File: config.mk
export PLATFORM = sky130hd
export DESIGN_NAME = hdlc_frame_buffer_flat
export DESIGN_NICKNAME = d
export VERILOG_FILES = /design/src/rtl/hdlc_pkg.sv /design/src/rtl/hdlc_frame_buffer_if.sv /design/src/rtl/hdlc_buf_ram.sv /design/src/rtl/hdlc_frame_buffer.sv /design/src/flat_wrapper.sv
export SDC_FILE = /design/constraint.sdc
export NUM_CORES = 2
export LEC_CHECK = 0
export CORE_ASPECT_RATIO = 1.1
export CORE_MARGIN = 4
export CORE_UTILIZATION = 45
export DETAILED_ROUTE_END_ITERATION = 12
export PLACE_DENSITY = 0.68
export SETUP_SLACK_MARGIN = 0.05
export SYNTH_ARGS = -nofsm -noshare
export SYNTH_HDL_FRONTEND = slang
export SYNTH_SLANG_ARGS = --single-unit
File: constraint.sdc
create_clock -name clk -period 10.4 [get_ports clk]
set_input_delay 1.56 -clock clk [delete_from_list [all_inputs] [get_ports clk]]
set_output_delay 1.56 -clock clk [all_outputs]
set_load 0.03 [all_outputs]
File: src/rtl/hdlc_pkg.sv
// hdlc_pkg: shared definitions for the HDLC store-and-forward frame buffer.
//   - wr_state_t : write-side FSM encodings (IDLE / FRAME / DROP)
//   - entry_t    : buffer entry layout, bit 9 sop, bit 8 eop, bits 7:0 data
//   - AW_DEFAULT : default buffer address width (depth = 2**AW bytes)
package hdlc_pkg;

    localparam int AW_DEFAULT = 8;
    localparam int ENTRY_W    = 10;

    typedef enum logic [1:0] {
        IDLE  = 2'd0,
        FRAME = 2'd1,
        DROP  = 2'd2
    } wr_state_t;

    typedef struct packed {
        logic       sop;
        logic       eop;
        logic [7:0] data;
    } entry_t;

endpackage

File: src/rtl/hdlc_frame_buffer_if.sv
// hdlc_frame_buffer_if: byte streams and status of the frame buffer.
//   Input stream : in_valid, sop_in, eop_in, error_in, data_in   (deframer -> buffer)
//   Output stream: out_valid, out_sop, out_eop, out_data, out_ready (buffer <-> sink)
//   Status       : overflow pulse, frame_cnt, drop_cnt
//   master = upstream/downstream environment, slave = the buffer.
interface hdlc_frame_buffer_if #(
    parameter int CNT_W = 16
);
    logic             in_valid;
    logic             sop_in;
    logic             eop_in;
    logic             error_in;
    logic [7:0]       data_in;
    logic             out_ready;
    logic             out_valid;
    logic             out_sop;
    logic             out_eop;
    logic [7:0]       out_data;
    logic             overflow;
    logic [CNT_W-1:0] frame_cnt;
    logic [CNT_W-1:0] drop_cnt;

    modport master (
        output in_valid, sop_in, eop_in, error_in, data_in, out_ready,
        input  out_valid, out_sop, out_eop, out_data, overflow, frame_cnt, drop_cnt
    );

    modport slave (
        input  in_valid, sop_in, eop_in, error_in, data_in, out_ready,
        output out_valid, out_sop, out_eop, out_data, overflow, frame_cnt, drop_cnt
    );
endinterface

File: src/rtl/hdlc_buf_ram.sv
// hdlc_buf_ram: 2**AW x 10-bit dual-port storage, one synchronous write port
// and one asynchronous read port. Kept separate so a technology RAM can be
// dropped in. Contents are not reset.
//   clk      : write clock
//   i_we     : write enable
//   i_waddr  : write address
//   i_wdata  : write entry {sop,eop,data}
//   i_raddr  : read address
//   o_rdata  : read entry (combinational)
module hdlc_buf_ram
    import hdlc_pkg::*;
#(
    parameter int AW = AW_DEFAULT
) (
    input  logic          clk,
    input  logic          i_we,
    input  logic [AW-1:0] i_waddr,
    input  entry_t        i_wdata,
    input  logic [AW-1:0] i_raddr,
    output entry_t        o_rdata
);
    entry_t r_mem [0:(1<<AW)-1];

    always_ff @(posedge clk) begin
        if (i_we) r_mem[i_waddr] <= i_wdata;
    end

    assign o_rdata = r_mem[i_raddr];
endmodule

File: src/rtl/hdlc_frame_buffer.sv
// hdlc_frame_buffer: store-and-forward buffer behind the HDLC deframer.
// Frames are written as they arrive and become readable only at an error-free
// eop; errored, aborted (sop without eop) and overflowing frames are rewound.
//   clk  : clock, rising edge
//   rst  : asynchronous active-low reset
//   bus  : hdlc_frame_buffer_if.slave (input stream, output stream, status)
//
//   state | meaning
//   IDLE  | waiting for a sop byte; non-sop bytes are ignored
//   FRAME | writing the bytes of the current frame
//   DROP  | frame overflowed; discarding bytes until its eop
module hdlc_frame_buffer
    import hdlc_pkg::*;
#(
    parameter int AW    = AW_DEFAULT,
    parameter int CNT_W = 16
) (
    input  logic                clk,
    input  logic                rst,
    hdlc_frame_buffer_if.slave  bus
);
    localparam logic [AW:0] DEPTH = {1'b1, {AW{1'b0}}};

    wr_state_t        r_state, w_state_nxt;
    logic [AW:0]      r_wr_ptr, r_frm_ptr, r_cmt_ptr, r_rd_ptr;
    logic [AW:0]      w_wr_nxt, w_frm_nxt, w_cmt_nxt;
    logic [AW:0]      w_base, w_fill;
    logic             w_full, w_start, w_we, w_overflow, w_frame_inc, w_load;
    logic [1:0]       w_drop_add;
    logic [CNT_W:0]   w_frame_sum, w_drop_sum;
    entry_t           w_wdata, w_rdata, r_out;
    logic             r_out_valid, r_overflow;
    logic [CNT_W-1:0] r_frame_cnt, r_drop_cnt;

    // A sop inside FRAME restarts at the rewound frame start, so fullness
    // must be judged from there rather than from the current write pointer.
    assign w_base  = (r_state == FRAME && bus.sop_in) ? r_frm_ptr : r_wr_ptr;
    assign w_fill  = w_base - r_rd_ptr;
    assign w_full  = (w_fill == DEPTH);
    assign w_wdata = '{sop: bus.sop_in, eop: bus.eop_in, data: bus.data_in};

    always_comb begin
        w_state_nxt = r_state;
        w_wr_nxt    = r_wr_ptr;
        w_frm_nxt   = r_frm_ptr;
        w_cmt_nxt   = r_cmt_ptr;
        w_start     = 1'b0;
        w_we        = 1'b0;
        w_overflow  = 1'b0;
        w_frame_inc = 1'b0;
        w_drop_add  = 2'd0;

        case (r_state)
            IDLE: begin
                if (bus.in_valid && bus.sop_in) w_start = 1'b1;
            end
            FRAME: begin
                if (bus.in_valid) begin
                    if (bus.sop_in) begin
                        w_drop_add = 2'd1;
                        w_start    = 1'b1;
                    end else if (w_full) begin
                        w_overflow  = 1'b1;
                        w_drop_add  = 2'd1;
                        w_wr_nxt    = r_frm_ptr;
                        w_state_nxt = bus.eop_in ? IDLE : DROP;
                    end else begin
                        w_we     = 1'b1;
                        w_wr_nxt = r_wr_ptr + 1'b1;
                        if (bus.eop_in) begin
                            w_state_nxt = IDLE;
                            if (bus.error_in) begin
                                w_wr_nxt   = r_frm_ptr;
                                w_drop_add = 2'd1;
                            end else begin
                                w_cmt_nxt   = r_wr_ptr + 1'b1;
                                w_frame_inc = 1'b1;
                            end
                        end
                    end
                end
            end
            DROP: begin
                if (bus.in_valid && bus.eop_in) w_state_nxt = IDLE;
            end
            default: w_state_nxt = IDLE;
        endcase

        if (w_start) begin
            w_wr_nxt  = w_base;
            w_frm_nxt = w_base;
            if (w_full) begin
                w_overflow  = 1'b1;
                w_drop_add  = w_drop_add + 2'd1;
                w_state_nxt = bus.eop_in ? IDLE : DROP;
            end else begin
                w_we        = 1'b1;
                w_wr_nxt    = w_base + 1'b1;
                w_state_nxt = FRAME;
                if (bus.eop_in) begin
                    w_state_nxt = IDLE;
                    if (bus.error_in) begin
                        w_wr_nxt   = w_base;
                        w_drop_add = w_drop_add + 2'd1;
                    end else begin
                        w_cmt_nxt   = w_base + 1'b1;
                        w_frame_inc = 1'b1;
                    end
                end
            end
        end
    end

    assign w_frame_sum = {1'b0, r_frame_cnt} + {{CNT_W{1'b0}}, w_frame_inc};
    assign w_drop_sum  = {1'b0, r_drop_cnt} + {{(CNT_W-1){1'b0}}, w_drop_add};
    assign w_load      = (r_rd_ptr != r_cmt_ptr) && (!r_out_valid || bus.out_ready);

    hdlc_buf_ram #(.AW(AW)) u_ram (
        .clk     (clk),
        .i_we    (w_we),
        .i_waddr (w_base[AW-1:0]),
        .i_wdata (w_wdata),
        .i_raddr (r_rd_ptr[AW-1:0]),
        .o_rdata (w_rdata)
    );

    always_ff @(posedge clk or negedge rst) begin
        if (!rst) begin
            r_state     <= IDLE;
            r_wr_ptr    <= '0;
            r_frm_ptr   <= '0;
            r_cmt_ptr   <= '0;
            r_rd_ptr    <= '0;
            r_out       <= '0;
            r_out_valid <= 1'b0;
            r_overflow  <= 1'b0;
            r_frame_cnt <= '0;
            r_drop_cnt  <= '0;
        end else begin
            r_state     <= w_state_nxt;
            r_wr_ptr    <= w_wr_nxt;
            r_frm_ptr   <= w_frm_nxt;
            r_cmt_ptr   <= w_cmt_nxt;
            r_overflow  <= w_overflow;
            r_frame_cnt <= w_frame_sum[CNT_W] ? '1 : w_frame_sum[CNT_W-1:0];
            r_drop_cnt  <= w_drop_sum[CNT_W]  ? '1 : w_drop_sum[CNT_W-1:0];
            if (w_load) begin
                r_out       <= w_rdata;
                r_out_valid <= 1'b1;
                r_rd_ptr    <= r_rd_ptr + 1'b1;
            end else if (bus.out_ready) begin
                r_out_valid <= 1'b0;
            end
        end
    end

    assign bus.out_valid = r_out_valid;
    assign bus.out_sop   = r_out.sop;
    assign bus.out_eop   = r_out.eop;
    assign bus.out_data  = r_out.data;
    assign bus.overflow  = r_overflow;
    assign bus.frame_cnt = r_frame_cnt;
    assign bus.drop_cnt  = r_drop_cnt;
endmodule

File: src/flat_wrapper.sv
// flat-port wrapper written by rule: the top's interface ports become plain ports
module hdlc_frame_buffer_flat import hdlc_pkg::*;
#(
    parameter int AW    = AW_DEFAULT,
    parameter int CNT_W = 16
)
  (clk, rst, bus_in_valid, bus_sop_in, bus_eop_in, bus_error_in, bus_data_in, bus_out_ready, bus_out_valid, bus_out_sop, bus_out_eop, bus_out_data, bus_overflow, bus_frame_cnt, bus_drop_cnt);
  hdlc_frame_buffer_if #(.CNT_W(CNT_W)) bus_i ();
  input  logic clk;
  input  logic rst;
  input wire logic [$bits(bus_i.in_valid)-1:0] bus_in_valid;
  input wire logic [$bits(bus_i.sop_in)-1:0] bus_sop_in;
  input wire logic [$bits(bus_i.eop_in)-1:0] bus_eop_in;
  input wire logic [$bits(bus_i.error_in)-1:0] bus_error_in;
  input wire logic [$bits(bus_i.data_in)-1:0] bus_data_in;
  input wire logic [$bits(bus_i.out_ready)-1:0] bus_out_ready;
  output wire logic [$bits(bus_i.out_valid)-1:0] bus_out_valid;
  output wire logic [$bits(bus_i.out_sop)-1:0] bus_out_sop;
  output wire logic [$bits(bus_i.out_eop)-1:0] bus_out_eop;
  output wire logic [$bits(bus_i.out_data)-1:0] bus_out_data;
  output wire logic [$bits(bus_i.overflow)-1:0] bus_overflow;
  output wire logic [$bits(bus_i.frame_cnt)-1:0] bus_frame_cnt;
  output wire logic [$bits(bus_i.drop_cnt)-1:0] bus_drop_cnt;
  assign bus_i.in_valid = bus_in_valid;
  assign bus_i.sop_in = bus_sop_in;
  assign bus_i.eop_in = bus_eop_in;
  assign bus_i.error_in = bus_error_in;
  assign bus_i.data_in = bus_data_in;
  assign bus_i.out_ready = bus_out_ready;
  assign bus_out_valid = bus_i.out_valid;
  assign bus_out_sop = bus_i.out_sop;
  assign bus_out_eop = bus_i.out_eop;
  assign bus_out_data = bus_i.out_data;
  assign bus_overflow = bus_i.overflow;
  assign bus_frame_cnt = bus_i.frame_cnt;
  assign bus_drop_cnt = bus_i.drop_cnt;
  hdlc_frame_buffer #(.AW(AW), .CNT_W(CNT_W)) u_core (.clk(clk), .rst(rst), .bus(bus_i));
endmodule
==> run metrics <==
initial DRC count=8,378; status=finished clean; post-DP HPWL=162,000 um; starting density of the core=0.453; most common cell in the synthesized netlist=edfxtp_1; Clk pin slew, worst setup/hold paths=0.06 ns; Leak Pwr=0.0360 uW; CP Max Fanout=67; DR WL/cell=32.5 um; first-pass GRT wire length=393,000 um; largest net degree at the start of global routing=209; Area contributors post-synth=edfxtp_1, mux4_2, mux2i_1, dfrtp_1, nor2_1; dpl cells=8,009; vias in the first global route=52,700; Overflow after GRT=0; Worst Skew=0.0465 ns; Setup WS post-layout=3.02 ns; Slew Limit Fails=0; Final Hold Fails=0; final WL=275,000 um; Syn Inst Count=5,068; all-layer global routing usage=0.229; Most common cell on crit path=ha_1; post-synthesis cell area=104,000 um2; Horiz. Die Dim=465 um; Hold Crit Class=reg -> reg; max-cap violations=0; worst path arrival time=8.16 ns; Post-synth EDFFs=2,560; clock root cell=clkbuf_16; Crit. End Element=flop; crit path buf inv count=3; I/O pin total=59; Vias/cell=6.25; detailed-route DRC error count=0; worst slack, placed=2.16 ns; CTS resizes=0; Worst path max stage delay=0.58 ns; Yosys top cell area share=0.743; share of layout cells above drive strength 1=0.209; Die H=511 um; WP data required=11.18 ns; startpoint types=primary input; Tmin final=7.38 ns; Setup TNS Final=0 ns; library cells used by synthesis=80; Post-synth ARST share=0.0310; CTS H-tree lvls=4; pwr dens=260 nW/um2; post-route clock period utilization=0.709; die area=238,000 um2; Crit-path slowest cell=a21oi_2; routed vias=52,900; Syn Nets=5,103; clk sinks=2,642; port bufs=58; Clk Latency, worst-skew pair=0.89 ns; #FFs+latches synth=2,642; area of the multi-input gates=23,000 um2; CTS tree=built; initial antenna violation count=17; crit path kind=in -> reg; register area share after synthesis=0.762; routability cong.=0.879; cts hold-fix bufs=0; Synth warnings=0; area of the core=229,000 um2; storage element area=78,900 um2; Area Growth Syn to Fin=11.5%; post-CTS setup buffer count=0; worst-margin pin slew=1.31 ns; cts bufs inserted=241; VDD IR max=0.253 mV; Top delay family on crit path=simple AND/OR/NAND/NOR gates; mean post-synth cell area=20.4 um2; count of final setup violators=0; fmax=136 MHz; post-route cell area=115,000 um2; placement row count=184; fin cells=8,464; Main synth FF type=edfxtp_1; post-route ant nets=0; fillcell total=17,800; largest area contributor in the netlist=edfxtp_1; Synth top cells by count=edfxtp_1, mux4_2, nor2_1, mux2i_1, nand2_1; unrepaired setup endpoints after global routing=false; Max Root-Sink Buffers=3; slew margin rel.=0.122; final net count=5,219; first drt pass iteration count=7; Area after DPL=108,000 um2
-- cell families (layout without fill, tap and decap cells) --
group	after synthesis	count (layout)	synth area share
AO/OA/AOI/OAI	556	556	0.0373
XOR/XNOR	54	54	0.00457
adder cells (fa/ha/maj)	20	20	0.00249
buffers and inverters	327	646	0.0173
flip-flops	2642	2642	0.762
multiplexers	801	801	0.147
other	0	8	0
AND/OR/NAND/NOR	668	668	0.0288
-- state kept, by name (all words and copies together), names as in the netlist --
name,cells
u_core.bus.frame_cnt,16
u_core.r_state,2
u_core.r_cmt_ptr,9
u_core.bus.out_data,8
u_core.r_rd_ptr,9
u_core.bus.drop_cnt,16
u_core.r_frm_ptr,9
u_core.bus.out_eop,1
u_core.bus.out_sop,1
u_core.bus.out_valid,1
u_core.bus.overflow,1
u_core.u_ram.r_mem,2560
u_core.r_wr_ptr,9
-- power by group --
group          switching (uW)  total [uW]  internal [uW]
Combinational            5740        9030           3290
Sequential                288       12100          11800
Clock                    3850        8840           4990
-- cell usage in the layout (no fill, tap or decap), types with 14 or more instances in the layout --
cell type / count
clkdlybuf4s50_1: 47
or3_1: 23
o22ai_1: 34
clkbuf_1: 53
nand2_1: 149
buf_4: 108
inv_1: 20
mux4_2: 574
nor3_1: 19
edfxtp_1: 2560
nand2b_1: 17
nand4_1: 19
a221oi_1: 59
xor2_1: 19
bufinv_16: 27
a31oi_1: 18
a22oi_1: 117
dfrtp_1: 75
a21oi_1: 111
o21ai_0: 74
clkinv_1: 60
nor4_2: 16
nand3_1: 54
clkinv_2: 35
o211ai_1: 18
a22o_1: 25
ha_1: 19
nor2_1: 293
clkbuf_16: 246
xnor2_1: 35
and3_1: 14
mux2i_1: 212
-- routing by layer --
layer / GRT usage / share of wire / vias to the layer above
li1: - / - / 21300
met1: 0.315 / 0.37 / 27700
met2: 0.349 / 0.46 / 3394
met3: 0.0588 / 0.12 / 608
met4: 0.0981 / 0.049 / 6
met5: 0 / 0.00015 / -
-- stage by stage --
| stage | total power (uW) | utilization | hold slack, ns |
|---|---|---|---|
| finish | 30000 | 0.505 | 0.536 |
| global route | 30800 | 0.505 | 0.566 |
| CTS | 30000 | 0.505 | 0.533 |
| detailed placement | 21200 | 0.470 | 0.518 |
| global placement | 21200 | 0.470 | 0.510 |
| floorplan | 17700 | - | 0.471 |
-- worst paths after layout --
kind,endpoint,from,depth (start not counted),slack (ns)
max in group asynchronous,u_core.r_rd_ptr[3],rst,2,8.51
worst max-delay path,u_core.bus.drop_cnt[6],bus_sop_in,26,3.02
worst min register to register,u_core.r_frm_ptr[6],u_core.r_frm_ptr[6],2,0.54
worst max register to register,u_core.bus.drop_cnt[6],u_core.r_rd_ptr[2],23,3.44
min in group asynchronous,u_core.bus.frame_cnt[8],rst,1,0.60
worst min-delay path,u_core.r_frm_ptr[6],u_core.r_frm_ptr[6],2,0.54
-- worst reg2reg max path, stage by stage (launching register included) --
cell	delay, ns
dfrtp_4	0.80
clkinv_2	0.83
ha_1	0.69
nand3_1	0.09
a21oi_1	0.29
o21a_1	0.17
o211ai_1	0.13
and3_2	0.27
a21oi_2	0.58
a21oi_2	0.14
ha_1	0.31
a211o_1	0.10
o21ai_0	0.08
a2bb2oi_1	0.15
ha_1	0.19
inv_1	0.06
fa_1	0.43
nor2_1	0.19
and3_1	0.19
and2_1	0.19
nand4_1	0.18
nor2_1	0.22
nand3_1	0.38
o21ai_0	0.21
-- cell type report --
type                    instances  share of cell area
clock buffers                 299              0.0551
diodes                          8            0.000174
inverters                      25            0.000824
well taps                    3069              0.0333
flip-flops and latches       2642               0.684
multi-input cells            2099               0.199
clock inverters               147              0.0129
repair buffers                175              0.0140
Note: power is estimated with default switching activity, not from simulation.
